==> config.mk <==
export PLATFORM = sky130hd
export DESIGN_NAME = alu_cmd_sequencer
export DESIGN_NICKNAME = d
export VERILOG_FILES = /design/src/rtl/alu_seq_pkg.sv /design/src/rtl/alu_seq_result_reg.sv /design/src/rtl/alu_cmd_sequencer.sv
export SDC_FILE = /design/constraint.sdc
export NUM_CORES = 1
export LEC_CHECK = 0
export CAP_MARGIN = 25
export CORE_MARGIN = 1.5
export CORE_UTILIZATION = 40
export CTS_CLUSTER_DIAMETER = 80
export CTS_CLUSTER_SIZE = 40
export DETAILED_ROUTE_END_ITERATION = 10
export DONT_BUFFER_PORTS = 1
export PLACE_DENSITY = 0.53
export SYNTH_ARGS = -nofsm -noshare
export SYNTH_HDL_FRONTEND = slang
export SYNTH_HIERARCHICAL = 1
export SYNTH_SLANG_ARGS = --single-unit
==> constraint.sdc <==
create_clock -name clk -period 1.71 [get_ports clk]
set_input_delay 0.342 -clock clk [delete_from_list [all_inputs] [get_ports clk]]
set_output_delay 0.342 -clock clk [all_outputs]
set_load 0.03 [all_outputs]
==> src/rtl/alu_seq_pkg.sv <==
// Shared types and constants for the byte-serial ALU command sequencer.
package alu_seq_pkg;
  localparam int OPC_W         = 3;
  localparam int DATA_W        = 8;
  localparam int BYTES_PER_CMD = 3;

  typedef enum logic [2:0] {
    GET_OP = 3'd0,
    GET_A  = 3'd1,
    GET_B  = 3'd2,
    EXEC   = 3'd3,
    HOLD   = 3'd4,
    DRAIN  = 3'd5
  } state_t;
endpackage

==> src/rtl/alu_seq_result_reg.sv <==
// Valid/ready holding register for one ALU result; done pulses on handshake.
module alu_seq_result_reg
  import alu_seq_pkg::*;
(
  input  logic              clk,
  input  logic              rst,
  input  logic              load,
  input  logic [DATA_W-1:0] y,
  input  logic [OPC_W-1:0]  op,
  output logic              res_valid,
  input  logic              res_ready,
  output logic [DATA_W-1:0] res_data,
  output logic [OPC_W-1:0]  res_opcode,
  output logic              done
);
  assign done = res_valid && res_ready;

  always_ff @(posedge clk) begin
    if (rst) begin
      res_valid  <= 1'b0;
      res_data   <= '0;
      res_opcode <= '0;
    end else if (load) begin
      res_valid  <= 1'b1;
      res_data   <= y;
      res_opcode <= op;
    end else if (done) begin
      res_valid  <= 1'b0;
    end
  end
endmodule

==> src/rtl/alu_cmd_sequencer.sv <==
// Byte-serial command front end for the 8-bit ALU: opcode, A, B in; Y out on valid/ready.
// Optional opcode range check (bits [7:3] must be 0) enabled by ALU_SEQ_OPCHK_EN.
module alu_cmd_sequencer
  import alu_seq_pkg::*;
#(
  parameter int EXEC_CYCLES = 1,
  parameter int CNT_W       = 8
) (
  input  logic              clk,
  input  logic              rst,
  input  logic              in_valid,
  output logic              in_ready,
  input  logic [DATA_W-1:0] in_data,
  output logic [OPC_W-1:0]  alu_opcode,
  output logic [DATA_W-1:0] alu_a,
  output logic [DATA_W-1:0] alu_b,
  input  logic [DATA_W-1:0] alu_y,
  output logic              res_valid,
  input  logic              res_ready,
  output logic [DATA_W-1:0] res_data,
  output logic [OPC_W-1:0]  res_opcode,
  output logic [CNT_W-1:0]  cmd_count,
  output logic              busy
`ifdef ALU_SEQ_OPCHK_EN
  ,
  output logic              err_opcode
`endif
);
  localparam int EW = (EXEC_CYCLES > 1) ? $clog2(EXEC_CYCLES) : 1;

  state_t          state, state_nx;
  logic [EW-1:0]   exec_cnt;
  logic [OPC_W-1:0] opc_q;
  logic            xfer, load, done;
`ifdef ALU_SEQ_OPCHK_EN
  logic            bad_op;
  logic [1:0]      drain_cnt;
  assign bad_op = |in_data[DATA_W-1:OPC_W];
`else
  logic            unused_hi;
  assign unused_hi = ^in_data[DATA_W-1:OPC_W];
`endif

  assign xfer       = in_valid && in_ready;
  assign busy       = (state != GET_OP);
  assign alu_opcode = opc_q;
  // Y is sampled one cycle after entering HOLD so the operands have settled a full cycle past the counter.
  assign load       = (state == HOLD) && !res_valid;

  always_comb begin
    state_nx = state;
    in_ready = 1'b0;
    case (state)
      GET_OP: begin
        in_ready = 1'b1;
        if (xfer) begin
`ifdef ALU_SEQ_OPCHK_EN
          state_nx = bad_op ? DRAIN : GET_A;
`else
          state_nx = GET_A;
`endif
        end
      end
      GET_A: begin
        in_ready = 1'b1;
        if (xfer) state_nx = GET_B;
      end
      GET_B: begin
        in_ready = 1'b1;
        if (xfer) state_nx = EXEC;
      end
      EXEC:  if (exec_cnt == '0) state_nx = HOLD;
      HOLD:  if (done) state_nx = GET_OP;
`ifdef ALU_SEQ_OPCHK_EN
      DRAIN: begin
        in_ready = 1'b1;
        if (xfer && drain_cnt == 2'(BYTES_PER_CMD - 2)) state_nx = GET_OP;
      end
`endif
      default: state_nx = GET_OP;
    endcase
  end

  always_ff @(posedge clk) begin
    if (rst) begin
      state     <= GET_OP;
      opc_q     <= '0;
      alu_a     <= '0;
      alu_b     <= '0;
      exec_cnt  <= '0;
      cmd_count <= '0;
`ifdef ALU_SEQ_OPCHK_EN
      drain_cnt  <= '0;
      err_opcode <= 1'b0;
`endif
    end else begin
      state <= state_nx;
      if (done) cmd_count <= cmd_count + CNT_W'(1);
      if (state == EXEC && exec_cnt != '0) exec_cnt <= exec_cnt - EW'(1);
      if (xfer) begin
        case (state)
`ifdef ALU_SEQ_OPCHK_EN
          GET_OP: begin
            if (bad_op) begin
              err_opcode <= 1'b1;
              drain_cnt  <= '0;
            end else begin
              opc_q <= in_data[OPC_W-1:0];
            end
          end
          DRAIN: drain_cnt <= drain_cnt + 2'd1;
`else
          GET_OP: opc_q <= in_data[OPC_W-1:0];
`endif
          GET_A: alu_a <= in_data;
          GET_B: begin
            alu_b    <= in_data;
            exec_cnt <= EW'(EXEC_CYCLES - 1);
          end
          default: ;
        endcase
      end
    end
  end

  alu_seq_result_reg u_res (
    .clk        (clk),
    .rst        (rst),
    .load       (load),
    .y          (alu_y),
    .op         (opc_q),
    .res_valid  (res_valid),
    .res_ready  (res_ready),
    .res_data   (res_data),
    .res_opcode (res_opcode),
    .done       (done)
  );
endmodule

==> results.md, run 1 <==
- The endpoint of the lowest-slack register-to-register path is alu_b[7]$_SDFFE_PP0P_.
- In this run the post-CTS setup repair buffer count came out at 0.
- The run finished with clean final reports.
- The area share of and/or/nand/nor cells after synthesis is 18.3%.
- Dividing the detail-routed via count by the number of cells gives 5.08.
- The post-CTS clock slew at the launch and capture registers of the worst setup and hold paths is 90 ps.
- Measured in cells, the most critical reg-to-reg path has a length of 3.
- In the global route stage, overall resource usage came out at 14.9%.
- The count of nets left with antenna violations once routing finished came out at 0.
- Timing would allow up to 607 MHz.
- In this run the number of cells on the critical path is 1.
- Data arrives at the worst endpoint at 1300 ps.
- The width of the die is 67.4 um.
- The number of warnings issued by yosys is 6.
- Summing over every cut layer, the via total after detailed routing is 1113.
- The post-cts repair resize count is 0.
- In the routed design, unresolved DRC markers number 0.
- The overall die height is 67.4 um.
- The maximum fanout along the worst path is 13.
- The startpoint of the lowest-slack hold path is rst.
- Max-cap violations in this run came to 0.
- VDD sags by at most 523 uV.
- Dividing the detail-routed wire length by the instance count gives 14.4 um.
- The most area-hungry cell type in the Yosys netlist is sky130_fd_sc_hd__dfxtp_1.
- For this design the static power due to leakage is 0.658 nW.
- The worst setup path is of the flip-flop to output pin kind.
- The clock buffer count from CTS is 5.
- The category of the worst setup path launch point is a flip-flop.
- The maximum count of clock buffers along a single path is 2.
- The portion of synthesized cell area occupied by the leading cell type is 51.9%.
- The master cell of the clock root buffer is sky130_fd_sc_hd__clkbuf_8.
- Summing all flip-flop and latch instances after layout gives 861 um^2.
- TritonCTS built the clock tree.
- The number of antenna violations at the first check in global routing was 0.
- The critical path goes through or3_1.
- After synthesis, the share of cell area in mux cells is 18.7%.
- By area, the combinational part of the netlist is dominated by multiplexers.
- Compared with the post-synthesis result, the final layout area differs by 12.4%.
- Counting I/O delays and the setup requirement, the final critical path takes 1650 ps.
- In this run the register-to-register setup slack is 200 ps.
- The number of global-route vias before repair is 1074.
- The share of synthesized registers carrying an async set or reset is 0%.
- The final core area utilization is 46.6%.
- The final number of max-transition violations was 0.
- In this run the standard cell core region covers 4000 um^2.
- STA classifies the critical path endpoint as an output pin.
- Setup repair after global routing left no endpoint under its margin.
- The launch point of the critical path is state[1]$_SDFFE_PP0P_.
- The H-tree level count is 2.
- Wires add up to 3.14 mm.
- The longest individual stage delay on the worst path is 560 ps.
- The headroom to the max-slew limit is 69.9%.
- The share of the clock period used by the worst path after layout is 96.3%.
- Yosys mapped the design onto 27 distinct sky130hd cell types.
- The share of the synthesized area in compound gates (AO/OA/AOI/OAI) is 4.30%.
- On the critical path the largest part of the delay comes from simple AND/OR/NAND/NOR gates.
- When the netlist entered floorplanning its net count stood at 183.
- The post-synthesis instance total is 162.
- The count of endpoints failing hold in the final timing report is 0.
- The area enclosed by the die boundary is 4540 um^2.
- The sequential element share of the synthesized area is 51.9%.
- Summing all multi-input logic gate instances after layout gives 746 um^2.
- The layout has 390 filler cells.
- The number of rows created at floorplan is 23.
- Entering global routing, the biggest net connects 44 pins.
- The number of DRC violations after detailed-routing iteration 0 is 19.
- In the final timing run, aggregate negative setup slack is 0 ps.
- The most used flip-flop cell after synthesis is sky130_fd_sc_hd__dfxtp_1.
- The worst setup path endpoint is busy.
- The worst path required time is 1370 ps.
- The worst-path cell with the longest stage delay is sky130_fd_sc_hd__or3_1.
- Ranked by total cell area, the synthesized netlist is headed by sky130_fd_sc_hd__dfxtp_1 52%, sky130_fd_sc_hd__mux2i_1 19%, sky130_fd_sc_hd__nor2_1 8.4%.
- The number of nets in the layout is 189.
- The post-layout total power is 0.00201 W.
- Once the floorplan was initialized, standard cells occupied 41.5% of the core.
- Counting flops and latches in the post-synthesis netlist gives 43.
- Global routing finished with a remaining overflow of 0.
- The total I/O pin count is 61.
- The latest clock arrival within the worst-skew pair is 290 ps.
- The share of layout cells above drive strength 1 is 12.4%.
- Together, buffers and inverters on the worst path number 0.
- After clock tree synthesis, the flow added hold-fix buffers numbering 0.
- The first global-routing pass estimated 5.04 mm of wire.
- The cell area that synthesis handed to floorplanning was 1660 um^2.
- The synthesized netlist devotes 0.754% of its cell area to adder and majority cells.
- The number of flops mapped to enable cells by yosys is 0.
- The area share of xor/xnor cells in the synthesized design is 2.11%.
- The average size of a mapped cell is 10.2 um^2.
- For this design the ratio of total power to cell area is 1080 nW/um^2.
- The HPWL after detailed placement is 2.24 mm.
- The length of the first detailed-routing pass in iterations is 4.
- The clock net in this run drives a total of 43 sinks.
- The transition time at the pin with the least slew margin is 451 ps.
- The number of buffer cells added on primary ports is 0.
- The final setup violation count is 0.
- The startpoint of the most critical register-to-register path is state[1]$_SDFFE_PP0P_.
- The worst setup skew after layout is 5.64 ps.
- Routability-driven placement finished with a final weighted congestion of 0.595.
- The total inserted antenna cells is 0.
- The path type of the worst min-delay path is primary input to flip-flop.
metrics by stage:
stage,instances,cell area (um^2),hold slack [ps],setup slack (ps)
floorplan,162,1660,411,24.2
global placement,211,1740,416,265
detailed placement,211,1740,419,229
CTS,219,1870,104,58.6
global route,219,1870,94.5,3.99
finish,219,1870,116,63.1
area by class of cell:
type,instances,share of cell area (%)
flip-flops and latches,43,46.1
multi-input cells,107,40.0
clock buffers,6,4.43
repair buffers,9,3.62
well taps,50,3.35
clock inverters,2,2.08
inverters,2,0.402
state kept, by name (all words and copies together) (netlist names):
register and count:
u_res/res_valid 1, cmd_count 8, alu_a 8, alu_b 8, u_res/res_data 8, exec_cnt 1
alu_opcode 3, u_res/res_opcode 3, state 3
per-layer routing:
| metal | vias to the layer above | track usage (%) | wire, um |
|---|---|---|---|
| met1 | 509 | 17.4 | 1350 |
| li1 | 565 | - | - |
| met5 | - | 0 | 0 |
| met3 | 4 | 5.50 | 231 |
| met2 | 35 | 24.4 | 1520 |
| met4 | 0 | 6.89 | 42 |
Yosys cell counts (2+ instances only):
master                     instances
sky130_fd_sc_hd__buf_4             2
sky130_fd_sc_hd__buf_2             4
sky130_fd_sc_hd__mux2i_1          31
sky130_fd_sc_hd__nor2_1           37
sky130_fd_sc_hd__o21ai_0           4
sky130_fd_sc_hd__or4b_1            2
sky130_fd_sc_hd__dfxtp_1          43
sky130_fd_sc_hd__xor2_1            3
sky130_fd_sc_hd__or3_1             4
sky130_fd_sc_hd__inv_1             2
sky130_fd_sc_hd__nand4_1           3
sky130_fd_sc_hd__nor3b_1           2
sky130_fd_sc_hd__a21oi_1           7
sky130_fd_sc_hd__clkbuf_1          3
sky130_fd_sc_hd__nand2_1           3
worst min path at each step:
stage / slack, ps / cells after the start / end
after floorplan: 410 / 1 / u_res/res_valid$_SDFFE_PP0P_
after global placement: 420 / 1 / state[2]$_SDFFE_PP0P_
after detailed placement: 420 / 1 / cmd_count[5]$_SDFFE_PP0P_
after CTS: 100 / 1 / cmd_count[5]$_SDFFE_PP0P_
after global routing: 90 / 1 / state[1]$_SDFFE_PP0P_
final: 120 / 1 / u_res/res_valid$_SDFFE_PP0P_
power breakdown:
group | switching (W) | internal [W]
Sequential | 0.0000661 | 0.00102
Clock | 0.000349 | 0.000480
Combinational | 0.0000441 | 0.0000473
Total | 0.000459 | 0.00155
cells in the final DEF (no fill, tap or decap), types with 2 or more instances in the layout:
master and instances:
sky130_fd_sc_hd__buf_4 9, sky130_fd_sc_hd__nand2_1 3, sky130_fd_sc_hd__clkbuf_8 6, sky130_fd_sc_hd__nor2_1 37, sky130_fd_sc_hd__nor3b_1 2, sky130_fd_sc_hd__mux2i_1 31
sky130_fd_sc_hd__xor2_1 3, sky130_fd_sc_hd__or4b_1 2, sky130_fd_sc_hd__dfxtp_1 43, sky130_fd_sc_hd__nand4_1 3, sky130_fd_sc_hd__o21ai_0 4, sky130_fd_sc_hd__or3_1 4
sky130_fd_sc_hd__inv_1 2, sky130_fd_sc_hd__a21oi_1 7
logic make-up (layout without fill, tap and decap cells):
kind of cell / after synthesis / count (layout)
mux: 31 / 31
compound gates: 13 / 13
xor+xnor: 4 / 4
buf+inv: 12 / 19
fa+ha+maj: 1 / 1
flops: 43 / 43
simple gates: 58 / 58
Power figures use the tool's default switching activity.
==> run 2, diff against run 1 <==
--- a/config.mk
+++ b/config.mk
@@ -6,6 +6,7 @@
 export NUM_CORES = 1
 export LEC_CHECK = 0
 export CAP_MARGIN = 25
+export CORE_ASPECT_RATIO = 1.5
 export CORE_MARGIN = 1.5
 export CORE_UTILIZATION = 40
 export CTS_CLUSTER_DIAMETER = 80
==> results.md, run 2 (synthesis results as in run 1) <==
- The wire length after detailed routing is 3.21 mm (+2.2%).
- The final total negative setup slack is 0 ps (unchanged).
- The latest clock arrival within the worst-skew pair is 290 ps (about the same).
- The met2 capacity usage during global routing is 26.7% (+2.3 points).
- The total placed cells including tap cells is 206 (-2.4%).
- The sum of net half-perimeters after detailed placement is 2.24 mm (+0.15%).
- The critical path goes through or3_1.
- The maximum count of clock buffers along a single path is 2 (unchanged).
- The worst ir drop on vdd is 683 uV (+31%).
- The longest individual stage delay on the worst path was 560 ps (about the same).
- The maximum fanout along the worst path is 13 (unchanged).
- The path type of the worst min-delay path is primary input to flip-flop.
- The number of rows created at floorplan is 28 (+22%).
- The clock tree from TritonCTS is built.
- The worst path buffer plus inverter count was 0 (unchanged).
- The storage element area is 861 um^2 (unchanged).
- The layout-stage area growth over the synthesis result is 10.7%.
- Leaving out fill and tap cells, the most frequent cell in the layout is sky130_fd_sc_hd__dfxtp_1.
- The routability-driven placement congestion ratio is 0.698 (+17%).
- The post-layout total power came to 0.00186 W (-7.7%).
- The total I/O pin count is 61 (unchanged).
- The master cell of the clock root buffer is sky130_fd_sc_hd__clkbuf_8.
- The leftover overflow at the end of global routing is 0 (unchanged).
- The number of standard cells in the final layout excluding fillers is 214 (-2.3%).
- The mean number of vias per cell was 5.41 (+6.5%).
- The worst-path cell with the longest stage delay is sky130_fd_sc_hd__or3_1.
- The detailed-route via count is 1158 (+4.0%).
- The number of setup buffers added after CTS was 0 (unchanged).
- The data arrival time of the worst path is 1300 ps (about the same).
- The overall die height is 81.9 um (+21%).
- The static leakage power is 0.644 nW (-2.2%).
- In the layout the commonest cells are 43 x sky130_fd_sc_hd__dfxtp_1, 37 x sky130_fd_sc_hd__nor2_1, 31 x sky130_fd_sc_hd__mux2i_1, 9 x sky130_fd_sc_hd__buf_4, 7 x sky130_fd_sc_hd__a21oi_1.
- The worst setup path is of the flip-flop to output pin kind.
- The worst hold slack is 108 ps (-8.86 ps).
- The area enclosed by the die boundary came to 4550 um^2 (+0.18%).
- The routed wire length per instance was 15.0 um (+4.6%).
- The DRC violation count after routing is 0 (unchanged).
- The total power density per cell area is 1010 nW/um^2 (-6.2%).
- The highest attainable clock frequency is 610 MHz (+0.39%).
- The area of combinational cells with multiple inputs is 746 um^2 (unchanged).
- The category of the worst setup path launch point is a flip-flop.
- The post-cts repair resize count was 0 (unchanged).
- The starting density of the core came to 41.9% (+0.43 points).
- The H-tree level count is 2 (unchanged).
- The worst path required time was 1370 ps (about the same).
- The share of the clock period used by the worst path after layout is 95.9% (-0.38 points).
- The number of DRC violations after detailed-routing iteration 0 is 23 (+4).
- The post-CTS clock slew at the launch and capture registers of the worst setup and hold paths came to 80 ps (about the same).
- The final number of max-transition violations came to 0 (unchanged).
- The count of hold-fix buffers inserted at cts was 0 (unchanged).
- The count of max-cap constraint violations is 0 (unchanged).
- The number of global-route vias before repair is 1187 (+11%).
- The count of clock tree sinks came to 43 (unchanged).
- The cell family with the largest share of critical-path delay is simple AND/OR/NAND/NOR gates.
- The fraction of met3 tracks used by global routing is 5.67% (+0.17 points).
- The number of nets in the layout is 189 (unchanged).
- The length of the first detailed-routing pass in iterations is 4 (unchanged).
- The number of fill cells is 383 (-1.8%).
- The run finished with clean final reports.
- The clock buffer count from CTS is 5 (unchanged).
- The width of the die is 55.6 um (-18%).
- The total inserted antenna cells is 0 (unchanged).
- The global-route total usage across every layer is 14.3% (-0.60 points).
- STA classifies the critical path endpoint as an output pin.
- The worst setup slack after layout is 69.6 ps (+6.44 ps).
- The pin count of the biggest net entering global routing is 44 (unchanged).
- The worst setup skew after layout is 4.70 ps (-0.940 ps).
- The worst slack at placement is 224 ps (-4.86 ps).
- The met1 global-route usage is 13.6% (-3.8 points).
- The number of antenna violations at the first check in global routing is 0 (unchanged).
- The headroom to the max-slew limit was 69.8% (about the same).
- The number of buffer cells added on primary ports was 0 (unchanged).
- The layer with the highest usage is met2.
- The final setup violation count is 0 (unchanged).
- The count of endpoints failing hold in the final timing report came to 0 (unchanged).
- The first-pass GRT wire length was 5.16 mm (+2.5%).
- The area of the placeable core came to 3960 um^2 (-1.0%).
- The final critical path time including I/O delays and setup is 1640 ps (-6.44 ps).
- Setup repair after global routing left no endpoint under its margin.
- The share of layout cells above drive strength 1 is 12.4% (unchanged).
- The number of routed nets with antenna violations is 0 (unchanged).
- The transition time at the pin with the least slew margin is 452 ps (+0.980 ps).
==> run 2: area by class of cell <==
| class | instances | area share, % |
|---|---|---|
| sequential | 43 | 46.9 |
| multi-input combinational | 107 | 40.6 |
| clock buffer | 6 | 4.50 |
| timing repair buffer | 9 | 3.68 |
| tap | 45 | 3.07 |
| clock inverter | 2 | 0.886 |
| inverter | 2 | 0.409 |
==> run 2: power by group <==
group          total (W)  internal [W]  switching [W]  leakage, nW
Sequential       0.00109       0.00102      0.0000669        0.348
Clock           0.000675      0.000329       0.000346       0.0474
Combinational  0.0000904     0.0000473      0.0000430        0.248
Total            0.00186       0.00140       0.000456        0.644
==> run 2: final timing paths <==
path / slack, ps / start / depth (start not counted) / endpoint
worst min-delay path: 110 / rst / 1 / u_res/res_valid$_SDFFE_PP0P_
worst min register to register: 500 / exec_cnt$_SDFF_PP0_ / 1 / exec_cnt$_SDFF_PP0_
worst max register to register: 220 / state[1]$_SDFFE_PP0P_ / 3 / alu_b[5]$_SDFFE_PP0P_
worst max-delay path: 70 / state[1]$_SDFFE_PP0P_ / 1 / busy
==> run 2: metal layers <==
| layer | vias up | part of all wire, % |
|---|---|---|
| li1 | 560 | - |
| met1 | 549 | 37 |
| met2 | 42 | 53 |
| met3 | 7 | 7.8 |
| met4 | 0 | 1.9 |
| met5 | - | 0 |
==> run 2: metrics by stage <==
stage,utilization [%],cell area [um^2]
floorplan,-,1660
global placement,43.9,1740
detailed placement,43.9,1740
CTS,46.4,1840
global route,46.4,1840
finish,46.4,1840
